<file path="src/rtl/id_ex_pipe_stage.sv">
// id_ex_pipe_stage: ID->EX pipeline register with stall/flush, precise exception capture and stall counter.
module id_ex_pipe_stage #(
    parameter int DATA_W    = 32,
    parameter int REG_W     = 5,
    parameter int CTRL_W    = 8,
    parameter int CAUSE_W   = 2,
    parameter int INSTR_LEN = 4,
    parameter int CNT_W     = 16
) (
    input  logic               clk,
    input  logic               rst,
    input  logic               in_valid,
    input  logic [DATA_W-1:0]  in_pc_plus4,
    input  logic [DATA_W-1:0]  in_rd1,
    input  logic [DATA_W-1:0]  in_rd2,
    input  logic [DATA_W-1:0]  in_imm,
    input  logic [REG_W-1:0]   in_rs,
    input  logic [REG_W-1:0]   in_rt,
    input  logic [REG_W-1:0]   in_rd,
    input  logic [CTRL_W-1:0]  in_ctrl,
    input  logic               in_exc,
    input  logic [CAUSE_W-1:0] in_cause,
    input  logic               stall,
    input  logic               flush,
    input  logic               exc_ack,
    output logic               out_valid,
    output logic [DATA_W-1:0]  out_pc_plus4,
    output logic [DATA_W-1:0]  out_rd1,
    output logic [DATA_W-1:0]  out_rd2,
    output logic [DATA_W-1:0]  out_imm,
    output logic [REG_W-1:0]   out_rs,
    output logic [REG_W-1:0]   out_rt,
    output logic [REG_W-1:0]   out_rd,
    output logic [CTRL_W-1:0]  out_ctrl,
    output logic [DATA_W-1:0]  epc,
    output logic [CAUSE_W-1:0] cause,
    output logic               exc_pending,
    output logic [CNT_W-1:0]   stall_cnt
);
    typedef enum logic {IDLE, PENDING} state_e;

    state_e             state_q, state_d;
    logic               valid_q, valid_d;
    logic [DATA_W-1:0]  pc_q, pc_d, rd1_q, rd1_d, rd2_q, rd2_d, imm_q, imm_d;
    logic [REG_W-1:0]   rs_q, rs_d, rt_q, rt_d, rd_q, rd_d;
    logic [CTRL_W-1:0]  ctrl_q, ctrl_d;
    logic [DATA_W-1:0]  epc_q, epc_d;
    logic [CAUSE_W-1:0] cause_q, cause_d;
    logic [CNT_W-1:0]   cnt_q, cnt_d;
    logic               load, cap;

    always_comb begin
        load    = !flush && !stall;
        cap     = load && in_valid && in_exc;
        valid_d = valid_q;
        pc_d    = pc_q;
        rd1_d   = rd1_q;
        rd2_d   = rd2_q;
        imm_d   = imm_q;
        rs_d    = rs_q;
        rt_d    = rt_q;
        rd_d    = rd_q;
        ctrl_d  = ctrl_q;
        if (flush) begin
            valid_d = 1'b0;
            pc_d    = '0;
            rd1_d   = '0;
            rd2_d   = '0;
            imm_d   = '0;
            rs_d    = '0;
            rt_d    = '0;
            rd_d    = '0;
            ctrl_d  = '0;
        end else if (load) begin
            // a faulting instruction is squashed so it never reaches EX
            valid_d = in_valid && !in_exc;
            pc_d    = in_pc_plus4;
            rd1_d   = in_rd1;
            rd2_d   = in_rd2;
            imm_d   = in_imm;
            rs_d    = in_rs;
            rt_d    = in_rt;
            rd_d    = in_rd;
            ctrl_d  = (in_valid && !in_exc) ? in_ctrl : '0;
        end
        cnt_d = (stall && !flush && cnt_q != '1) ? cnt_q + CNT_W'(1) : cnt_q;
    end

    always_comb begin
        state_d = state_q;
        epc_d   = epc_q;
        cause_d = cause_q;
        if (cap && (state_q == IDLE || exc_ack)) begin
            state_d = PENDING;
            epc_d   = in_pc_plus4 - DATA_W'(INSTR_LEN);
            cause_d = in_cause;
        end else if (exc_ack) begin
            state_d = IDLE;
        end
    end

    always_ff @(posedge clk or posedge rst) begin
        if (rst) begin
            state_q <= IDLE;
            valid_q <= 1'b0;
            pc_q    <= '0;
            rd1_q   <= '0;
            rd2_q   <= '0;
            imm_q   <= '0;
            rs_q    <= '0;
            rt_q    <= '0;
            rd_q    <= '0;
            ctrl_q  <= '0;
            epc_q   <= '0;
            cause_q <= '0;
            cnt_q   <= '0;
        end else begin
            state_q <= state_d;
            valid_q <= valid_d;
            pc_q    <= pc_d;
            rd1_q   <= rd1_d;
            rd2_q   <= rd2_d;
            imm_q   <= imm_d;
            rs_q    <= rs_d;
            rt_q    <= rt_d;
            rd_q    <= rd_d;
            ctrl_q  <= ctrl_d;
            epc_q   <= epc_d;
            cause_q <= cause_d;
            cnt_q   <= cnt_d;
        end
    end

    assign out_valid    = valid_q;
    assign out_pc_plus4 = pc_q;
    assign out_rd1      = rd1_q;
    assign out_rd2      = rd2_q;
    assign out_imm      = imm_q;
    assign out_rs       = rs_q;
    assign out_rt       = rt_q;
    assign out_rd       = rd_q;
    assign out_ctrl     = ctrl_q;
    assign epc          = epc_q;
    assign cause        = cause_q;
    assign exc_pending  = (state_q == PENDING);
    assign stall_cnt    = cnt_q;
endmodule

</file>
<file path="config.mk">
export PLATFORM = sky130hd
export DESIGN_NAME = id_ex_pipe_stage
export DESIGN_NICKNAME = d
export VERILOG_FILES = /design/src/rtl/id_ex_pipe_stage.sv
export SDC_FILE = /design/constraint.sdc
export NUM_CORES = 1
export LEC_CHECK = 0
export CORE_MARGIN = 4
export CORE_UTILIZATION = 30
export DETAILED_ROUTE_END_ITERATION = 8
export DONT_BUFFER_PORTS = 1
export PLACE_DENSITY = 0.48
export SYNTH_ARGS = -nofsm -noshare
export SYNTH_HDL_FRONTEND = slang
export SYNTH_SLANG_ARGS = --single-unit
export TNS_END_PERCENT = 20
</file>
<file path="constraint.sdc">
create_clock -name clk -period 13.8 [get_ports clk]
set_input_delay 2.76 -clock clk [delete_from_list [all_inputs] [get_ports clk]]
set_output_delay 2.76 -clock clk [all_outputs]
set_load 0.03 [all_outputs]
</file>
==> impl_metrics.ini <==
[status]
outcome = completed

[final_layout]
fin_nets = 912
final.fill_count = 2869
layout.cells.most_common = sky130_fd_sc_hd__dfrtp_1
ratio_of_cells_with_drive_above_1_in_the_final_layout_pct = 6.53
finish.utilization_pct = 34.7
areaGrowthSynthToFinish_pct = 12.8
final_cells = 1144
antennaDiodeCount = 0
highest_count_cells_in_the_layout_ignoring_fill_and_taps = sky130_fd_sc_hd__dfrtp_1, sky130_fd_sc_hd__nor2_1, sky130_fd_sc_hd__mux2i_1

[grt]
grt_max_degree = 148
globalRoute.totalOverflow = 0
antenna_found_initial = 1
via_count_of_the_first_global_routing_pass = 5754
total_routing_resource_utilization_after_global_routing_pct = 15.2
grt_pass1_wl_um = 37300

[setup_path]
critPathTopFamily = simple AND/OR/NAND/NOR gates
cp_slowest_cell = sky130_fd_sc_hd__or4_1
critical_path.most_common_cell = sky130_fd_sc_hd__or4_1
timing.critical_path.from = in_pc_plus4[20]
setup.worst_path.start_class = input pin
crit-reg2reg-capture = stall_cnt[1]$_DFFE_PP0P_
crit_path_max_fanout = 12
worst-path-buf-inv = 0
reg2reg_slack_ns = 11.80
critical_path_endpoint = epc[31]$_DFFE_PP0P_
crit-reg2reg-launch = stall_cnt[0]$_DFFE_PP0P_
timing_worst_setup_path_type = in2reg
cp.required_ns = 14.25
ff2ff_path_depth = 6
cp.depth = 4
worstSetupEndpointType = register
cp_cell_sequence = or4_1 > or4_4 > or4_1 > a31oi_1
cp_slowest_stage_delay_ns = 0.65
arrival_ns = 4.71

[timing]
report.final.setup_viol = 0
slew_violations = 0
final-hold-violation-count = 0
setup_repair_after_global_routing_missed_its_margin = false
timing.max_slew.rel_slack_pct = 33.7
worst_pin_slew_ns = 0.994
final.setup_skew_ns = 0.0156
timing.setup.tns_ns = 0
fin_crit_ns = 4.26
fmaxAchievable_ghz = 0.235
layout_worst_path_cycle_share_pct = 30.9

[clock_network]
cts_max_level = 1
root_buffer = sky130_fd_sc_hd__clkbuf_16
clk-insertion-delay-late_ns = 0.53
cts_post_setup_buffers_inserted = 0
cts_resized = 0
cts.hold.buffers_added = 0
cts.clk_slew.worst_paths_ns = 0.06
clock_sink_count = 203
max-clock-path-buffers = 3
numCtsBuffers = 24
cts_tree = done

[route]
avgRoutedWirePerCell_um = 22.0
detail_route.drc_violations = 0
routed_via_density = 4.94
drtIter0Drc = 292
drt-pass1-iter-count = 4
num_vias = 5657
postRouteWirelength_um = 25200
ant_nets = 0

[placement]
dp.cells = 1102
io_buffers = 0
final_hpwl_from_detailed_placement_um = 17500
place_congestion = 0.713

[synth]
synth_top_cells_by_area = sky130_fd_sc_hd__dfrtp_1, sky130_fd_sc_hd__mux2i_1, sky130_fd_sc_hd__nor2_1
yosys.cell_types.count = 44
synth.net_count = 927
mappedNetlistArea_um2 = 8630
syn_avg_cell_area_um2 = 11.3
synth_largest_area_cell = sky130_fd_sc_hd__dfrtp_1
yosys_warnings = 0
seq_area_frac_synth_pct = 58.8
ys_dominant_reg_cell = sky130_fd_sc_hd__dfrtp_1
postSynth.asyncResetShare_pct = 100
synth_edf_count = 0
synthDominantCellAreaShare_pct = 58.8
count_of_state_elements_after_synthesis = 203
post_synth_inst_count = 765

[floorplan]
start_util_pct = 30.7
design.die.area_um2 = 31600
core_um2 = 28100
chipWidth_um = 178
chipHeight_um = 178
io_pins = 363
std_cell_rows = 61

[job]
maxCapViolations = 0

[hold_path]
timing.hold.worst.class = reg2reg

[power_and_ir_drop]
ir_drop_mv = 0.0756
leakagePower_nw = 4.63
power.density_nw_per_um2 = 157
[routing by layer]
layer / GRT usage (%) / share of wire [%] / vias up
li1: - / - / 2635
met1: 18.2 / 38 / 2712
met2: 24.0 / 45 / 274
met3: 8.59 / 15 / 36
met4: 3.22 / 1.7 / 0
met5: 0 / 0 / -
[where the power goes]
part	switching, W	internal (W)	leakage, nW
clock network	0.000254	0.000360	0.385
registers	0.000173	0.000648	2.65
logic	0.0000505	0.0000475	1.60
total	0.000478	0.00105	4.63
[how the worst min path moves through the flow]
stage                               from                    to  slack (ns)  cells after the start
floorplan             epc[6]$_DFFE_PP0P_    epc[6]$_DFFE_PP0P_        0.65                      2
global placement    cause[1]$_DFFE_PP0P_  cause[1]$_DFFE_PP0P_        0.67                      2
detailed placement    epc[0]$_DFFE_PP0P_    epc[0]$_DFFE_PP0P_        0.67                      2
CTS                   epc[0]$_DFFE_PP0P_    epc[0]$_DFFE_PP0P_        0.68                      2
global route          epc[1]$_DFFE_PP0P_    epc[1]$_DFFE_PP0P_        0.70                      2
finish                epc[0]$_DFFE_PP0P_    epc[0]$_DFFE_PP0P_        0.68                      2
[layout make-up]
class                           count  area (µm²)  share of cell area, %
Sequential cell                   203        5080                   52.2
Multi-Input combinational cell    512        3360                   34.5
Clock buffer                       31         667                   6.85
Tap cell                          378         473                   4.86
Clock inverter                     11        98.8                   1.02
Timing Repair Buffer                4        30.0                  0.308
Inverter                            5        26.3                  0.270
[tightest hold or removal path, stage by stage, from the launching register on]
cell and delay, ns:
sky130_fd_sc_hd__dfrtp_1 0.49, sky130_fd_sc_hd__nand2_1 0.10, sky130_fd_sc_hd__nand2_1 0.05
[Yosys cell counts, drive strengths merged (9+ instances only)]
| master | instances |
|---|---|
| a31oi | 16 |
| buf | 15 |
| clkbuf | 30 |
| dfrtp | 203 |
| mux2i | 143 |
| nand2 | 34 |
| nor2 | 168 |
| nor3 | 10 |
| o21ai | 20 |
| or3 | 11 |
| or4 | 15 |
| xnor2 | 9 |
| xor2 | 13 |
[flip-flops by register name, indices dropped and copies added, names as in the netlist]
name / count
out_rs: 5
out_rd: 5
cause: 2
out_imm: 32
exc_pending: 1
out_pc_plus4: 32
stall_cnt: 16
out_rd1: 32
out_ctrl: 8
out_valid: 1
out_rt: 5
epc: 32
out_rd2: 32
[logic make-up (layout without fill, tap and decap cells)]
group                    after synthesis  count (layout)  share of synthesized area (%)
XOR/XNOR                              22              22                           2.23
multiplexers                         144             144                           16.7
buffers and inverters                 50              51                           2.30
AO/OA/AOI/OAI                         65              65                           4.97
adder cells (fa/ha/maj)                2               2                          0.290
AND/OR/NAND/NOR                      279             279                           14.7
flip-flops                           203             203                           58.8
[metrics by stage]
step / hold WS (ns) / power, W / area [µm²] / setup slack [ns]
after floorplan: 0.646 / 0.000902 / 8630 / 5.50
after global placement: 0.672 / 0.000934 / 8970 / 9.01
after detailed placement: 0.670 / 0.000936 / 8970 / 8.99
after CTS: 0.680 / 0.00156 / 9740 / 9.57
after global routing: 0.697 / 0.00161 / 9740 / 9.44
final: 0.675 / 0.00153 / 9740 / 9.54
No activity file was read; power rests on OpenSTA's default activity.
